`config.mk`:
```
export PLATFORM = sky130hd
export DESIGN_NAME = instr_sequencer
export DESIGN_NICKNAME = d
export VERILOG_FILES = /design/src/rtl/instr_sequencer.sv
export SDC_FILE = /design/constraint.sdc
export NUM_CORES = 1
export LEC_CHECK = 0
export CORE_MARGIN = 1.5
export CORE_UTILIZATION = 50
export DETAILED_ROUTE_END_ITERATION = 8
export PLACE_DENSITY_LB_ADDON = 0.05
export SETUP_SLACK_MARGIN = 0.02
export SLEW_MARGIN = 5
export SYNTH_ARGS = -nofsm -noshare
export SYNTH_HDL_FRONTEND = slang
export SYNTH_SLANG_ARGS = --single-unit
```
`constraint.sdc`:
```
create_clock -name clock -period 3.1 [get_ports clock]
set_input_delay 0.62 -clock clock [delete_from_list [all_inputs] [get_ports clock]]
set_output_delay 0.62 -clock clock [all_outputs]
set_load 0.05 [all_outputs]
```
`src/rtl/instr_sequencer.sv`:
```
// Instruction issue sequencer: program store, PC stepping and a valid/ready issue port.
// Optional feature macro INSTR_SEQ_LOOP_EN: the program restarts at address 0 after its last accept.
module instr_sequencer #(
  parameter int ADDR_W  = 4,
  parameter int INSTR_W = 8
) (
  input  logic               clock,
  input  logic               clear,
  input  logic               prog_we,
  input  logic [ADDR_W-1:0]  prog_addr,
  input  logic [INSTR_W-1:0] prog_data,
  input  logic [ADDR_W:0]    prog_len,
  input  logic               start,
  input  logic               halt_req,
  output logic [INSTR_W-1:0] instruction,
  output logic               instr_valid,
  input  logic               instr_ready,
  output logic               decoding,
  output logic [ADDR_W-1:0]  pc,
  output logic               busy,
  output logic               done,
  output logic               illegal
);

  localparam int DEPTH = 2 ** ADDR_W;

  typedef enum logic [2:0] {
    S_IDLE,
    S_FETCH,
    S_ISSUE,
    S_DONE,
    S_ERROR
  } state_e;

  state_e               state_q, state_d;
  logic [ADDR_W-1:0]    pc_q, pc_d;
  logic [ADDR_W:0]      len_q, len_d;
  logic [INSTR_W-1:0]   instr_q, instr_d;
  logic [INSTR_W-1:0]   store_q [DEPTH];
  logic [INSTR_W-1:0]   rd_word;
  logic                 ctrl_idle;
  logic                 accept;
  logic                 last;

  assign rd_word   = store_q[pc_q];
  assign ctrl_idle = (state_q == S_IDLE) || (state_q == S_DONE) || (state_q == S_ERROR);
  assign accept    = (state_q == S_ISSUE) && instr_ready;
  // len may equal DEPTH, so the compare is done one bit wider than pc.
  assign last      = (({1'b0, pc_q} + (ADDR_W + 1)'(1)) == len_q);

  // Store is only writable while no run is in progress; contents survive reset.
  always_ff @(posedge clock) begin
    if (prog_we && ctrl_idle) begin
      store_q[prog_addr] <= prog_data;
    end
  end

  always_ff @(posedge clock) begin
    if (clear) begin
      state_q <= S_IDLE;
      pc_q    <= '0;
      len_q   <= '0;
      instr_q <= '0;
    end else begin
      state_q <= state_d;
      pc_q    <= pc_d;
      len_q   <= len_d;
      instr_q <= instr_d;
    end
  end

  always_comb begin
    state_d = state_q;
    pc_d    = pc_q;
    len_d   = len_q;
    instr_d = instr_q;
    case (state_q)
      S_IDLE, S_DONE, S_ERROR: begin
        if (start) begin
          len_d   = prog_len;
          pc_d    = '0;
          state_d = (prog_len == '0) ? S_DONE : S_FETCH;
        end
      end
      S_FETCH: begin
        // Halt is checked before the read so a halted run never faults.
        if (halt_req) begin
          state_d = S_IDLE;
        end else if (rd_word[6:4] != 3'b000) begin
          state_d = S_ERROR;
        end else begin
          state_d = S_ISSUE;
          instr_d = rd_word;
        end
      end
      S_ISSUE: begin
        if (accept) begin
          if (last) begin
`ifdef INSTR_SEQ_LOOP_EN
            pc_d    = '0;
            state_d = halt_req ? S_IDLE : S_FETCH;
`else
            state_d = S_DONE;
`endif
          end else begin
            pc_d    = pc_q + ADDR_W'(1);
            state_d = halt_req ? S_IDLE : S_FETCH;
          end
        end
      end
      default: state_d = S_IDLE;
    endcase
  end

  assign instruction = instr_q;
  assign instr_valid = (state_q == S_ISSUE);
  assign decoding    = (state_q == S_ISSUE);
  assign pc          = pc_q;
  assign busy        = (state_q == S_FETCH) || (state_q == S_ISSUE);
  assign done        = (state_q == S_DONE);
  assign illegal     = (state_q == S_ERROR);

endmodule
```
* Word level (Yosys, flattened, before mapping)
Memory sizes are Yosys's and may differ from the RTL's. A register that Yosys moved wholly into a read port is not among the register bits. Index checks and enable logic that the tools add are counted.
Word-level totals: input port bits 23, memories kept 1, output and inout bits 17, bits in writable memories 128, bits in registers 20
Memory list:
- store_q | depth 16, width 8, read ports 1, clocked after memory_dff 1, write ports 1, line 39 | logic [INSTR_W-1:0] store_q [DEPTH];
Cells by class: add/subtract/negate cells 2, multiplexer cells 16, eq/ne operators 8, reduce and logical (&&, ||, !) cells 14, bitwise operators 2
Operators by type and width (count):
- $mux W4 | 5
- $mux W3 | 4
- $pmux W3 S3 | 1
- $pmux W4 S2 | 1
- $eq A3 B2 Y1 const B | 2
- $add A4 B1 Y5 const B | 1
- $eq A5 B5 Y1 | 1
- $logic_not A5 Y1 | 1
- $add A4 B1 Y4 const B | 1
- $mux W2 | 2
- $ne A2 B2 Y1 const B | 2
- $reduce_and A2 Y1 | 2
- $reduce_and A4 Y1 | 1
- $eq A3 B1 Y1 const B | 1
- $eq A3 B3 Y1 const B | 1
- $logic_not A3 Y1 | 1
- $logic_or A1 B1 Y1 | 3
- $mux W1 | 3
- $reduce_and A3 Y1 | 1
- $reduce_bool A3 Y1 | 1
- $reduce_or A3 Y1 | 1
- $logic_and A1 B1 Y1 | 2
- $ne A2 B1 Y1 const B | 1
- $not A1 Y1 | 2
- $reduce_bool A2 Y1 | 1

* Logic depth before layout (Yosys ltp)
depth after elaboration 7, depth in mapped cells 9

* Worst setup path before layout
Ideal clock, no wire load.
path type register to register, start register state_q[2], end memory store_q[0][0] (enable), data required time 2717 ps, data arrival time 2064 ps, stages on the path, launching flop included 7, buffers on the path 1, slack 653 ps, period minus slack after synthesis 2447 ps, cell sequence dfxtp_1 -> buf_2 -> nand3b_1 -> o21ai_1 -> and2_1 -> or3b_1 -> nor3_1
Between the ends: cells in the longest elaborated chain, start to end 6, elaborated cells on any way between the ends 8, those cells by class eq/ne (2); mux (2); reduce/logical (4)
Ends and longest elaborated chain:
- start, declared | line 35 | state_e state_q, state_d;
- start signal, assigned | line 65 | state_q <= state_d;
- $eq A3 B2 Y1 or $logic_not A3 Y1 (tied branches) | line 46 | assign ctrl_idle = (state_q == S_IDLE) || (state_q == S_DONE) || (state_q == S_ERROR);
- $logic_or A1 B1 Y1 | line 46
- $logic_or A1 B1 Y1 (*) | line 46
- $logic_and A1 B1 Y1 (*) | line 53 | if (prog_we && ctrl_idle) begin
- $mux W1 (*) | line 53
- $mux W1 (not written as such) (*) | line 54 | store_q[prog_addr] <= prog_data;
- end, declared | line 39
Mark *: on every way between the ends. The rest lies on a longest branch, timed or not.

* Final worst setup path
start register state_q[0], end output port busy
Between the ends: cells in the longest elaborated chain, start to end 2, elaborated cells on any way between the ends 3, those cells by class eq/ne (2); reduce/logical (1)
Ends and longest elaborated chain:
- $eq A3 B1 Y1 or $eq A3 B2 Y1 (tied branches) | line 119 | assign busy = (state_q == S_FETCH) || (state_q == S_ISSUE);
- $logic_or A1 B1 Y1 (*) | line 119
- end, declared | line 20 | output logic busy,
Marked as above.

==> impl_results.md <==
- Status: finished clean
- Fin util: 0.625
- CP arrival: 2.02 ns
- Worst Path Required: between 2 and 2.5 ns
- DIE HEIGHT: 113 µm
- Vias: 3,288
- Antenna Nets Post-Route: 0
- Max layer used: met4
- GRT overflow: 0
- Design area: 7230 µm²
- Iteration-0 DRC Markers: 302
- Number of hold violations in the final report: 0
- Post-Route WL: approximately 12 mm
- Port bufs: 39
- Root buf cell: clkbuf_16
- Element type at the critical path start: flip-flop
- Fin crit share: 0.853
- Main area contributors after synthesis: edfxtp_1, dfxtp_1, mux4_1, mux4_2, nor2_1
- # setup viols final: 0
- Final TNS setup: 0 ns
- Commonest cells in the synthesized netlist: edfxtp_1, dfxtp_1, nor2_1, nor3_1
- Setup WS post-layout: around 0.46 ns
- Drt drc: 0
- Met2 routed WL: 5.93 mm
- Tot Pwr: 0.00444 W
- Vias per inst: 5.74
- Num ports: 40
- Fraction of layout cells with a size suffix above 1: 0.181
- Initial core utilization: 0.521
- Min Clock Period, post-route: ~2.6 ns
- Yosys reg bits: 152
- DR WL/cell: 20.9 µm
- Peak VDD IR: 412 µV
- Rows: 39
- Max-slew headroom: 0.548
- Syn-to-layout area delta: 20.1%
- FFs w/ async S/R, synth: 0
- Met1 wire length: 5.32 mm
- Synth warnings: 0
- Die Width: 113 µm
- Clk buf depth: 2
- Standby leakage power: 2.38 nW
- Ys flop type: edfxtp_1
- Number of H-tree levels: 4
- Die area: 12,700 µm²
- Post-CTS setup buffer count: 0
- Worst Skew: approximately 0.023 ns
- Met3 routed WL: approximately 600 µm
- Cell with the most instances after synthesis: edfxtp_1
- Max Cap Violations: 0
- CTS sink count: 152
- Hold Path Class: flip-flop to flip-flop
- CTS tree: yes
- Unrepaired setup endpoints after global routing: no
- Number of global-route vias before repair: 3,287
- N_diodes: 0
- Detailed Place HPWL: 8.05 mm
- Yosys cell types: 50
- Crit. End Element: primary output
- First-pass GRT wire length: ~19 mm
- Gpl congestion: 0.769
- Worst Max-Slew Pin Slew: 0.676 ns
- Mapped Area: 6020 µm²
- Post-CTS Resized: 0
- Clock transition at path regs: 0.06 ns
- CP Max Fanout: 10
- Cell accounting for the most synthesized area: edfxtp_1
- CP cell instances: nand2b_1, a21oi_1, clkdlybuf4s50_1
- Synth top area share: 0.638
- Fmax: 0.378 GHz
- Num CTS Buffers: 17
- Core region area: 11,600 µm²
- Slowest CP cell: clkdlybuf4s50_1
- Largest net degree at the start of global routing: 21
- CP bufs+invs: 1
- Largest stage delay, worst path: just over 0.8 ns
- Setup CP Type: flip-flop to primary output
- Max-slew violations: 0
- Post-CTS Hold Buffers: 0
- Post-Synthesis Cells: 348
- GRT Util Overall: 0.207
- Area after DPL: 6680 µm²
- Worst skew pair latency: 0.43 ns
- Nets: ~440
- PwrDens: 614 nW/µm²
- Initial DRT Pass Iterations: 4
- Syn Area/Cell: about 17 µm²
- Setup Slack @ Placement: 0.507 ns
- Register area share after synthesis: 0.718
- Initial antenna violation count: 0
- Syn nets: approximately 370
- Cell family with the largest share of critical-path delay: buffers and inverters
- Number of synthesized flops with an enable pin: between 100 and 150
[worst paths after layout]
path	startpoint	end	slack (ns)	cells past startpoint
hold reg to reg	instruction[4]	instruction[4]	0.47	1
setup reg to reg	state_q[1]	store_q[12][0]	0.53	6
setup / recovery	state_q[0]	busy	0.46	3
hold / removal	instruction[4]	instruction[4]	0.47	1
[final cells by class]
class                           count  area (µm²)
Multi-Input combinational cell    172        1540
Tap cell                          143         179
Clock buffer                       19         433
Fill cell                         838        4330
Inverter                            7        26.3
Timing Repair Buffer               67         618
Sequential cell                   152        4320
Clock inverter                     13         111
[cells by family (layout without fill, tap and decap cells)]
kind of cell             after synthesis  count (layout)  synth area share
adder cells (fa/ha/maj)                1               1           0.00208
flip-flops                           152             152             0.718
XOR/XNOR                               4               4           0.00582
buffers and inverters                 24             106            0.0264
multiplexers                          25              25             0.101
AO/OA/AOI/OAI                         44              44            0.0557
AND/OR/NAND/NOR                       98              98            0.0912
[registers in the layout, summed over array words and instances (netlist names), named ones only]
signal and cells:
store_q 128, instruction 8, len_q 5, pc 4, state_q 3
[power breakdown]
| group | switching [W] | total [W] | internal, W |
|---|---|---|---|
| sequential | 0.0000217 | 0.00227 | 0.00225 |
| clock | 0.000736 | 0.00190 | 0.00116 |
| combinational | 0.000162 | 0.000270 | 0.000108 |
| total | 0.000920 | 0.00444 | 0.00352 |
[per-layer routing]
metal,global-route usage,vias up
met2,0.328,95
met4,0.0962,0
met5,0,-
met1,0.275,1645
li1,-,1536
met3,0.0482,12
[cell usage in the layout (no fill, tap or decap), drive strengths merged, types with 5 or more instances in the layout]
cell type | synthesis | routed
a21bo | 5 | 5
a21oi | 18 | 18
buf | 11 | 28
clkbuf | 6 | 19
clkdlybuf4s50 | 0 | 37
clkinv | 1 | 11
dfxtp | 24 | 24
edfxtp | 128 | 128
inv | 6 | 6
mux4 | 25 | 25
nand2 | 12 | 12
nand3 | 13 | 13
nor2 | 21 | 21
nor3 | 15 | 15
nor4 | 8 | 8
nor4b | 6 | 6
o21ai | 6 | 6
[metrics by stage]
stage,std cells,hold slack [ns]
after floorplan,348,0.448
after detailed placement,541,0.465
final,573,0.470
after global routing,573,0.486
after global placement,541,0.460
after CTS,573,0.473
Note: power is estimated with default switching activity, not from simulation.
